[src/rtl/pipe_mem_stage_pkg.sv]
// Shared types and byte-lane constants for the MEM pipeline stage.
package mem_stage_pkg;

    localparam int unsigned BE_W = 4;

    localparam logic [BE_W-1:0] BE_B0   = 4'b0001;
    localparam logic [BE_W-1:0] BE_B1   = 4'b0010;
    localparam logic [BE_W-1:0] BE_B2   = 4'b0100;
    localparam logic [BE_W-1:0] BE_B3   = 4'b1000;
    localparam logic [BE_W-1:0] BE_H0   = 4'b0011;
    localparam logic [BE_W-1:0] BE_H1   = 4'b1100;
    localparam logic [BE_W-1:0] BE_WORD = 4'b1111;

    typedef enum logic {
        IDLE = 1'b0,
        WAIT = 1'b1
    } mem_state_t;

    // Any lane pattern outside the byte/half/word set degrades to a full word.
    function automatic logic [BE_W-1:0] be_norm(input logic [BE_W-1:0] be);
        case (be)
            BE_B0, BE_B1, BE_B2, BE_B3, BE_H0, BE_H1, BE_WORD: be_norm = be;
            default:                                           be_norm = BE_WORD;
        endcase
    endfunction

    // Index of the lowest enabled lane of a normalised pattern.
    function automatic logic [1:0] be_lane(input logic [BE_W-1:0] be);
        case (be)
            BE_B1:        be_lane = 2'd1;
            BE_B2, BE_H1: be_lane = 2'd2;
            BE_B3:        be_lane = 2'd3;
            default:      be_lane = 2'd0;
        endcase
    endfunction

endpackage

[src/rtl/pipe_mem_stage_if.sv]
// Data-memory request/acknowledge port between the MEM stage and memory.
interface pipe_mem_stage_if #(
    parameter int unsigned BITS = 32
);
    logic            dmem_req;
    logic            dmem_we;
    logic [BITS-1:0] dmem_addr;
    logic [3:0]      dmem_be;
    logic [BITS-1:0] dmem_wdata;
    logic            dmem_ack;
    logic [BITS-1:0] dmem_rdata;

    modport master (
        output dmem_req, dmem_we, dmem_addr, dmem_be, dmem_wdata,
        input  dmem_ack, dmem_rdata
    );

    modport slave (
        input  dmem_req, dmem_we, dmem_addr, dmem_be, dmem_wdata,
        output dmem_ack, dmem_rdata
    );
endinterface

[src/rtl/pipe_mem_stage_lane_align.sv]
// Byte-lane steering: store data shifted up to its lane, load data extracted and zero-extended.
module mem_lane_align
    import mem_stage_pkg::*;
#(
    parameter int unsigned BITS = 32
) (
    input  logic [BE_W-1:0] be_i,
    input  logic [BITS-1:0] st_data_i,
    input  logic [BITS-1:0] ld_word_i,
    output logic [BE_W-1:0] be_c,
    output logic [BITS-1:0] st_data_c,
    output logic [BITS-1:0] ld_data_c
);

    logic [4:0]      shamt;
    logic [BITS-1:0] ld_shift;

    always_comb begin
        be_c      = be_norm(be_i);
        shamt     = {be_lane(be_c), 3'b000};
        st_data_c = st_data_i << shamt;
        ld_shift  = ld_word_i >> shamt;
        ld_data_c = ld_shift;
        case (be_c)
            BE_B0, BE_B1, BE_B2, BE_B3: ld_data_c = BITS'(ld_shift[7:0]);
            BE_H0, BE_H1:               ld_data_c = BITS'(ld_shift[15:0]);
            default:                    ld_data_c = ld_shift;
        endcase
    end

endmodule

[src/rtl/pipe_mem_stage.sv]
// MEM pipeline stage: data-memory access FSM, LL/SC reservation and the MEM/WB register.
module pipe_mem_stage
    import mem_stage_pkg::*;
#(
    parameter int unsigned BITS      = 32,
    parameter int unsigned REG_WORDS = 32,
    parameter int unsigned ADDR_LEFT = $clog2(REG_WORDS) - 1
) (
    input  logic                 clk,
    input  logic                 rst_,
    input  logic                 sel_mem_s4,
    input  logic                 mem_rw_s4,
    input  logic                 atomic_s4,
    input  logic                 load_link_s4,
    input  logic                 check_link_s4,
    input  logic                 rw_s4,
    input  logic [ADDR_LEFT:0]   waddr_s4,
    input  logic [BITS-1:0]      alu_out_s4,
    input  logic [BITS-1:0]      r2_data_s4,
    input  logic [BE_W-1:0]      byte_en_s4,
    input  logic                 halt_s4,
    pipe_mem_stage_if.master     dmem,
    output logic                 stall_mem,
    output logic                 rw_s5,
    output logic [ADDR_LEFT:0]   waddr_s5,
    output logic [BITS-1:0]      wdata_s5,
    output logic                 halt_s5,
    output logic                 link_valid
);

    localparam int unsigned WA_W = BITS - 2;

    mem_state_t          state_q, state_d;
    logic                link_valid_q, link_valid_d;
    logic [WA_W-1:0]     link_addr_q, link_addr_d;
    logic                rw_s5_q, rw_s5_d;
    logic [ADDR_LEFT:0]  waddr_s5_q, waddr_s5_d;
    logic [BITS-1:0]     wdata_s5_q, wdata_s5_d;
    logic                halt_s5_q, halt_s5_d;

    logic [WA_W-1:0]     word_addr;
    logic                is_ll, is_sc, link_hit, sc_fail, mem_op;
    logic                req_c, stall_c;
    logic [BE_W-1:0]     be_c;
    logic [BITS-1:0]     st_data_c, ld_data_c;

    mem_lane_align #(.BITS(BITS)) u_align (
        .be_i      (byte_en_s4),
        .st_data_i (r2_data_s4),
        .ld_word_i (dmem.dmem_rdata),
        .be_c      (be_c),
        .st_data_c (st_data_c),
        .ld_data_c (ld_data_c)
    );

    // A failing SC never reaches memory; it resolves locally in one cycle.
    always_comb begin
        word_addr = alu_out_s4[BITS-1:2];
        is_ll     = atomic_s4 & load_link_s4 & mem_rw_s4;
        is_sc     = atomic_s4 & check_link_s4 & ~mem_rw_s4;
        link_hit  = link_valid_q & (link_addr_q == word_addr);
        sc_fail   = is_sc & ~link_hit;
        mem_op    = sel_mem_s4 & ~sc_fail;
    end

    always_ff @(posedge clk or negedge rst_) begin
        if (!rst_) begin
            state_q <= IDLE;
        end else begin
            state_q <= state_d;
        end
    end

    always_comb begin
        state_d = state_q;
        req_c   = 1'b0;
        case (state_q)
            IDLE: begin
                req_c = mem_op;
                if (mem_op && !dmem.dmem_ack) state_d = WAIT;
            end
            WAIT: begin
                req_c = 1'b1;
                if (dmem.dmem_ack) state_d = IDLE;
            end
            default: state_d = IDLE;
        endcase
    end

    // Request is gated by reset so an in-flight access is withdrawn in the same cycle.
    assign stall_c          = dmem.dmem_req & ~dmem.dmem_ack;
    assign dmem.dmem_req    = rst_ & req_c;
    assign dmem.dmem_we     = ~mem_rw_s4;
    assign dmem.dmem_addr   = {word_addr, 2'b00};
    assign dmem.dmem_be     = be_c;
    assign dmem.dmem_wdata  = st_data_c;
    assign stall_mem        = stall_c;

    // MEM/WB register and reservation update; a stalled cycle inserts a bubble.
    always_comb begin
        rw_s5_d      = rw_s5_q;
        waddr_s5_d   = waddr_s5_q;
        wdata_s5_d   = wdata_s5_q;
        halt_s5_d    = halt_s5_q;
        link_valid_d = link_valid_q;
        link_addr_d  = link_addr_q;
        if (stall_c) begin
            rw_s5_d   = 1'b0;
            halt_s5_d = 1'b0;
        end else begin
            rw_s5_d    = rw_s4;
            waddr_s5_d = waddr_s4;
            wdata_s5_d = alu_out_s4;
            halt_s5_d  = halt_s4;
            if (sel_mem_s4) begin
                if (mem_rw_s4) begin
                    wdata_s5_d = ld_data_c;
                    if (is_ll) begin
                        link_valid_d = 1'b1;
                        link_addr_d  = word_addr;
                    end
                end else if (is_sc) begin
                    rw_s5_d      = 1'b1;
                    wdata_s5_d   = {{(BITS-1){1'b0}}, ~sc_fail};
                    link_valid_d = 1'b0;
                end else begin
                    rw_s5_d = 1'b0;
                    if (link_addr_q == word_addr) link_valid_d = 1'b0;
                end
            end
        end
    end

    always_ff @(posedge clk or negedge rst_) begin
        if (!rst_) begin
            rw_s5_q      <= 1'b0;
            waddr_s5_q   <= '0;
            wdata_s5_q   <= '0;
            halt_s5_q    <= 1'b0;
            link_valid_q <= 1'b0;
            link_addr_q  <= '0;
        end else begin
            rw_s5_q      <= rw_s5_d;
            waddr_s5_q   <= waddr_s5_d;
            wdata_s5_q   <= wdata_s5_d;
            halt_s5_q    <= halt_s5_d;
            link_valid_q <= link_valid_d;
            link_addr_q  <= link_addr_d;
        end
    end

    assign rw_s5      = rw_s5_q;
    assign waddr_s5   = waddr_s5_q;
    assign wdata_s5   = wdata_s5_q;
    assign halt_s5    = halt_s5_q;
    assign link_valid = link_valid_q;

endmodule

[src/flat_wrapper.sv]
// flat-port wrapper written by rule: the top's interface ports become plain ports
module pipe_mem_stage_flat import mem_stage_pkg::*;
#(
    parameter int unsigned BITS      = 32,
    parameter int unsigned REG_WORDS = 32,
    parameter int unsigned ADDR_LEFT = $clog2(REG_WORDS) - 1
)
  (clk, rst_, sel_mem_s4, mem_rw_s4, atomic_s4, load_link_s4, check_link_s4, rw_s4, waddr_s4, alu_out_s4, r2_data_s4, byte_en_s4, halt_s4, stall_mem, rw_s5, waddr_s5, wdata_s5, halt_s5, link_valid, dmem_dmem_req, dmem_dmem_we, dmem_dmem_addr, dmem_dmem_be, dmem_dmem_wdata, dmem_dmem_ack, dmem_dmem_rdata);
  pipe_mem_stage_if #(.BITS(BITS)) dmem_i ();
  input  logic clk;
  input  logic rst_;
  input  logic sel_mem_s4;
  input  logic mem_rw_s4;
  input  logic atomic_s4;
  input  logic load_link_s4;
  input  logic check_link_s4;
  input  logic rw_s4;
  input  logic [ADDR_LEFT:0] waddr_s4;
  input  logic [BITS-1:0] alu_out_s4;
  input  logic [BITS-1:0] r2_data_s4;
  input  logic [BE_W-1:0] byte_en_s4;
  input  logic halt_s4;
  output logic stall_mem;
  output logic rw_s5;
  output logic [ADDR_LEFT:0] waddr_s5;
  output logic [BITS-1:0] wdata_s5;
  output logic halt_s5;
  output logic link_valid;
  output wire logic [$bits(dmem_i.dmem_req)-1:0] dmem_dmem_req;
  output wire logic [$bits(dmem_i.dmem_we)-1:0] dmem_dmem_we;
  output wire logic [$bits(dmem_i.dmem_addr)-1:0] dmem_dmem_addr;
  output wire logic [$bits(dmem_i.dmem_be)-1:0] dmem_dmem_be;
  output wire logic [$bits(dmem_i.dmem_wdata)-1:0] dmem_dmem_wdata;
  input wire logic [$bits(dmem_i.dmem_ack)-1:0] dmem_dmem_ack;
  input wire logic [$bits(dmem_i.dmem_rdata)-1:0] dmem_dmem_rdata;
  assign dmem_dmem_req = dmem_i.dmem_req;
  assign dmem_dmem_we = dmem_i.dmem_we;
  assign dmem_dmem_addr = dmem_i.dmem_addr;
  assign dmem_dmem_be = dmem_i.dmem_be;
  assign dmem_dmem_wdata = dmem_i.dmem_wdata;
  assign dmem_i.dmem_ack = dmem_dmem_ack;
  assign dmem_i.dmem_rdata = dmem_dmem_rdata;
  pipe_mem_stage #(.BITS(BITS), .REG_WORDS(REG_WORDS), .ADDR_LEFT(ADDR_LEFT)) u_core (.clk(clk), .rst_(rst_), .sel_mem_s4(sel_mem_s4), .mem_rw_s4(mem_rw_s4), .atomic_s4(atomic_s4), .load_link_s4(load_link_s4), .check_link_s4(check_link_s4), .rw_s4(rw_s4), .waddr_s4(waddr_s4), .alu_out_s4(alu_out_s4), .r2_data_s4(r2_data_s4), .byte_en_s4(byte_en_s4), .halt_s4(halt_s4), .dmem(dmem_i), .stall_mem(stall_mem), .rw_s5(rw_s5), .waddr_s5(waddr_s5), .wdata_s5(wdata_s5), .halt_s5(halt_s5), .link_valid(link_valid));
endmodule
[config.mk]
export PLATFORM = sky130hd
export DESIGN_NAME = pipe_mem_stage_flat
export DESIGN_NICKNAME = d
export VERILOG_FILES = /design/src/rtl/pipe_mem_stage_pkg.sv /design/src/rtl/pipe_mem_stage_if.sv /design/src/rtl/pipe_mem_stage_lane_align.sv /design/src/rtl/pipe_mem_stage.sv /design/src/flat_wrapper.sv
export SDC_FILE = /design/constraint.sdc
export NUM_CORES = 1
export LEC_CHECK = 0
export BUFFER_PORTS_ARGS = -buffer_cell sky130_fd_sc_hd__buf_4
export CAP_MARGIN = 5
export CORE_ASPECT_RATIO = 0.9
export CORE_UTILIZATION = 35
export DETAILED_ROUTE_END_ITERATION = 10
export SYNTH_ARGS = -nofsm -noshare
export SYNTH_HDL_FRONTEND = slang
export SYNTH_SLANG_ARGS = --single-unit
export TNS_END_PERCENT = 50
[constraint.sdc]
create_clock -name clk -period 4.3 [get_ports clk]
set_input_delay 1.29 -clock clk [delete_from_list [all_inputs] [get_ports clk]]
set_output_delay 1.29 -clock clk [all_outputs]
set_load 0.02 [all_outputs]
After elaboration in Yosys (flattened, before gate mapping):

Index checks and enable logic that the tools add are counted.

* output and inout bits: 111
* bits in latches: 0
* RAM bits: 0
* bits in registers: 71
* memories: 0
* bits in read-only memories: 0

* reduce and logical (&&, ||, !) cells: 9
* muxes and demuxes: 19
* shift-type cells: 2
* equal/unequal tests: 15
* order comparisons: 0
* multipliers: 0
* bitwise operators: 15
* div/mod/pow operators: 0
* add/subtract/negate cells: 0

Operators with widths (number)
* 32-bit 2-to-1 mux: 3
* 32-bit case mux with 2 select lines: 1
* 32-bit by 5-bit left shift with 32-bit output: 1
* 32-bit by 5-bit >> shifter with 32-bit output: 1
* 30-bit equality test: 1
* 4-bit equality test, second input constant: 5
* 4-bit by 2-bit equality test with 1-bit output, second input constant: 4
* 1-bit 2-to-1 mux: 11
* 1-bit bitwise AND: 9
* 4-bit by 1-bit equality test with 1-bit output, second input constant: 2
* 4-bit by 3-bit equality test with 1-bit output, second input constant: 2
* 4-bit AND reduction: 2
* 7-bit OR reduction: 1
* 1-bit inverter: 6
* 2-bit case mux with 3 select lines: 1
* 4-bit 2-to-1 mux: 1
* 1-bit case mux with 2 select lines: 2
* 2-bit OR reduction: 2
* 4-bit OR reduction: 1
* 3-bit nonzero test: 1
* 2-bit by 1-bit inequality test with 1-bit output, second input constant: 1
* 1-bit logical AND: 1
* 1-bit zero test: 1

Depth between registers and ports, before layout:

* depth after elaboration: 11
* gate-level depth with buffers: 9
* gate-level depth less buffers: 7

By module:

Synthesis repeated with hierarchy kept, for this count alone.

* cell total of the unflattened synthesis: 520
* area, all modules: 5226.3 sq um

Modules (own cells, without submodules)
* pipe_mem_stage: times used 1, cells each 324, area each 3643.5 sq um, seq. area each 1776.7 sq um
* mem_lane_align: times used 1, cells each 196, area each 1582.8 sq um, seq. area each 0.0 sq um

Least setup slack after synthesis:

Ideal clock, no wire load.

* path type: input-to-output
* from: input port byte_en_s4[3]
* to: output port dmem_dmem_wdata[27]
* arrival: 3.011 ns
* buffers on the path: 4
* stages on the path: 8
* path slack: -0.001 ns
* cells stage by stage: buf_4 -> xnor2_1 -> or3_1 -> clkbuf_1 -> buf_2 -> buf_2 -> mux2i_1 -> o21ai_0

* cells in the longest elaborated chain, start to end: 7
* elaborated cells between the ends (all ways): 16
* classes of those cells: eq/ne: 11; shift: 1; mux: 2; reduce/logical: 2

RTL lines
* from (decl): line flat_wrapper.sv:21 `input logic [BE_W-1:0] byte_en_s4;`
* 4-bit by 1-bit equality test with 1-bit output, or another cell as far along: line pipe_mem_stage_pkg.sv:21 `case (be)`
* 7-bit OR reduction: line pipe_mem_stage_pkg.sv:21
* 4-bit 2-to-1 mux (*): line pipe_mem_stage_pkg.sv:21
* 4-bit equality test / 4-bit by 3-bit equality test with 1-bit output (equally long branches): line pipe_mem_stage_pkg.sv:29 `case (be)`
* 2-bit OR reduction: line pipe_mem_stage_pkg.sv:29
* 2-bit case mux with 3 select lines (*): line pipe_mem_stage_pkg.sv:29
* 32-bit by 5-bit left shift with 32-bit output (*): line pipe_mem_stage_lane_align.sv:21 `st_data_c = st_data_i << shamt;`
* to (decl): line flat_wrapper.sv:33 `output wire logic [$bits(dmem_i.dmem_wdata)-1:0] dmem_dmem_wdata;`

Mark *: on every way between the ends. The rest lies on a longest branch, timed or not.

Worst setup path after layout:

* from: input port alu_out_s4[8]
* to: output port dmem_dmem_req

* cells in the longest elaborated chain, start to end: 8

RTL lines
* from (decl): line flat_wrapper.sv:19 `input logic [BITS-1:0] alu_out_s4;`
* 30-bit equality test: line pipe_mem_stage.sv:61 `link_hit = link_valid_q & (link_addr_q == word_addr);`
* 1-bit bitwise AND: line pipe_mem_stage.sv:61
* 1-bit inverter: line pipe_mem_stage.sv:62 `sc_fail = is_sc & ~link_hit;`
* 1-bit bitwise AND: line pipe_mem_stage.sv:62
* 1-bit inverter: line pipe_mem_stage.sv:63 `mem_op = sel_mem_s4 & ~sc_fail;`
* 1-bit bitwise AND: line pipe_mem_stage.sv:63
* 1-bit case mux with 2 select lines: line pipe_mem_stage.sv:77 `case (state_q)`
* 1-bit bitwise AND: line pipe_mem_stage.sv:92 `assign dmem.dmem_req = rst_ & req_c;`
* to (decl): line flat_wrapper.sv:29 `output wire logic [$bits(dmem_i.dmem_req)-1:0] dmem_dmem_req;`

Every way passes these cells.

==> metrics <==
outcome completed; Worst R2R End u_core.wdata_s5[27]$_DFFE_PN0N_; minimum clock period 4.22 ns; CTS buffer count 9; DRC 0; Seq cells post-synth 71; delay of the slowest cell on the worst path 0.32 ns; CP dominant cell by count buf_4; Worst Skew 0.00804 ns; layout cell share with drive strength beyond 1 53.2%; Initial Utilization 36.1%; clock slew at reported path FFs about 0.050 ns; count leader, synth dfrtp_1; Bufs on Longest Clock Path 2; slowest stage cell, crit path nor4_2; synthesis-to-layout area growth 39.8%; Core ar. 13400 um2; Pins Over Slew Limit 0; Slew headroom 44.0%; cells on worst reg2reg path 9; Fillers 1259; Worst setup startpoint alu_out_s4[8]; Fin Setup TNS 0 ns; number of antenna violations at the first check in global routing 0; Post-DRT Antenna Nets 0; pin count of the biggest net entering global routing 66; Post-synth EDFFs 0; asr flop ratio synth 100%; worst ir drop on vdd around 180 uV; Final nets 770; post-CTS setup buffers 0; WP data required 3.01 ns; routed via count 4227; crit start category primary input; Synthesis Warnings 0; first-pass GRT wire length approximately 24 mm; Synth cell types 42; crit path max fanout 4; CTS tree built; depth of the CTS H-tree 3; drt pass-1 iters 4; worst skew pair latency 0.34 ns; HP Class register to register; Post-Syn Area 4840 um2; Final Hold Viols 0; hold buffer count at cts 0; vias per inst a little over 5; grt ovf 0; Ports 226; cells after synthesis 460; sequential element share of the synthesized area 36.7%; crit-path cells buf_4, xor2_1, nor4_2, buf_4, nand4_1, nor3_2, buf_4, a2111oi_2, nor2_1, buf_4; die height 114 um; total power ~2.3 mW; Total GRT Usage between 20% and 30%; Buf+Inv Stages, Crit Path 4; Reg2Reg Setup Slack 1.78 ns; clock root buffer clkbuf_16; PD cells 335 nW/um2; register area 1780 um2; FP Rows 40; Yosys top cell area share 36.7%; CP Capture Type primary output; 1st-iter DRT viols 289; Die ar. 14300 um2; P_leak 3.51 nW; Hold Startpoint u_core.wdata_s5[28]$_DFFE_PN0N_; Critical path destination dmem_dmem_req; Setup Viol. Count Final 0; Worst Path Arrival slightly below 3 ns; IO Port Bufs 223; ant diodes 0; Crit Path Class primary input to primary output; Top FF cell, synth dfrtp_1; Final HPWL DP 12.3 mm; most instantiated cells after synthesis dfrtp_1 (71), nand2_1 (50), mux2_2 (46); clk sinks 71; Die Width 126 um; WL/cell roughly 19 um; Crit. path cell count 10; R2R Path Start u_core.link_addr_q[6]$_DFFE_PN0P_; Peak Freq about 0.24 GHz; vias in the first global route 4338; multi-input combinational cell area ~2700 um2; Synth area leader dfrtp_1; routability cong. ~0.88; RSZ-0062 raised after global routing true; Post-Route WL 15.8 mm; synth top area cells dfrtp_1 (37%), mux2_4 (11%), mux2_2 (11%); CP delay by family, top simple AND/OR/NAND/NOR gates; Syn Area/Cell around 11 um2; post-route clock period utilization a little under 100%; Least-Margin Pin Slew 0.840 ns; MaxCap Viol Count 0
sequential cells by signal, indices dropped and copies added, names as in the netlist:
register and count:
u_core.link_valid 1, u_core.state_q 1, u_core.link_addr_q 30, u_core.waddr_s5 5
u_core.wdata_s5 32, u_core.halt_s5 1, u_core.rw_s5 1
worst reg2reg max path, delay by kind of cell, from the launching register on:
| family | cells | cell delay (ns) |
|---|---|---|
| AO/OA/AOI/OAI | 1 | 0.13 |
| flip-flops | 1 | 0.38 |
| XOR/XNOR | 1 | 0.15 |
| multiplexers | 1 | 0.41 |
| AND/OR/NAND/NOR | 3 | 0.65 |
| buffers and inverters | 3 | 0.68 |
layout make-up:
class,instances,area share (%)
Clock buffer,9,3.33
Sequential cell,71,26.2
Tap cell,168,3.10
Timing Repair Buffer,244,27.1
Multi-Input combinational cell,324,39.7
Clock inverter,3,0.222
Inverter,5,0.277
logic make-up after synthesis:
logic type      share of synthesized area (%)
flops                                    36.7
xor+xnor                                 6.15
compound gates                           10.3
simple gates                             9.53
mux                                      28.7
other cells                            0.0774
buf+inv                                  8.63
through the flow:
step,worst slack [ns],hold slack (ns),util (%),std cells,cell area (um2)
5_1_grt,-0.0493,0.527,50.5,824,6770
4_1_cts,0.0351,0.516,50.4,824,6750
3_3_place_gp,-0.0890,0.494,48.5,812,6510
2_1_floorplan,-0.00128,0.501,-,461,4850
3_5_place_dp,-0.0149,0.497,48.5,812,6510
6_report,0.0841,0.512,50.5,824,6770
power breakdown:
part / switching (mW) / total (mW) / internal (mW)
clock: 0.260 / 0.634 / 0.373
sequential: 0.0766 / 0.858 / 0.781
combinational: 0.383 / 0.779 / 0.396
worst min-delay path by stage:
stage,end,slack (ns),cells past startpoint
after detailed placement,u_core.wdata_s5[2]$_DFFE_PN0N_,0.50,1
after CTS,u_core.wdata_s5[28]$_DFFE_PN0N_,0.52,1
after floorplan,u_core.link_addr_q[0]$_DFFE_PN0P_,0.50,1
final,u_core.wdata_s5[28]$_DFFE_PN0N_,0.51,1
after global routing,u_core.waddr_s5[2]$_DFFE_PN0N_,0.53,1
after global placement,u_core.waddr_s5[2]$_DFFE_PN0N_,0.49,1
cells in the final DEF, fill, tap and decap left out, types with 14 or more instances in the layout:
cell and instances:
xor2_1 29, dfrtp_1 71, nand2_1 50, mux2i_1 33, buf_4 243, mux2_2 46
mux2_4 36, o21ai_0 37, nor2_1 14
per-layer routing:
metal	track usage [%]	wire [um]
met1	29.1	6830
met2	37.1	7600
met4	5.22	144
met3	6.24	1210
met5	0	0
what timing repair did:
item / 4_1_cts / 5_1_grt
resized for setup: 2 / 5
pin swaps: 0 / 3
endpoints found under the setup margin: 1 / 5
(Power assumes the default switching activity.)
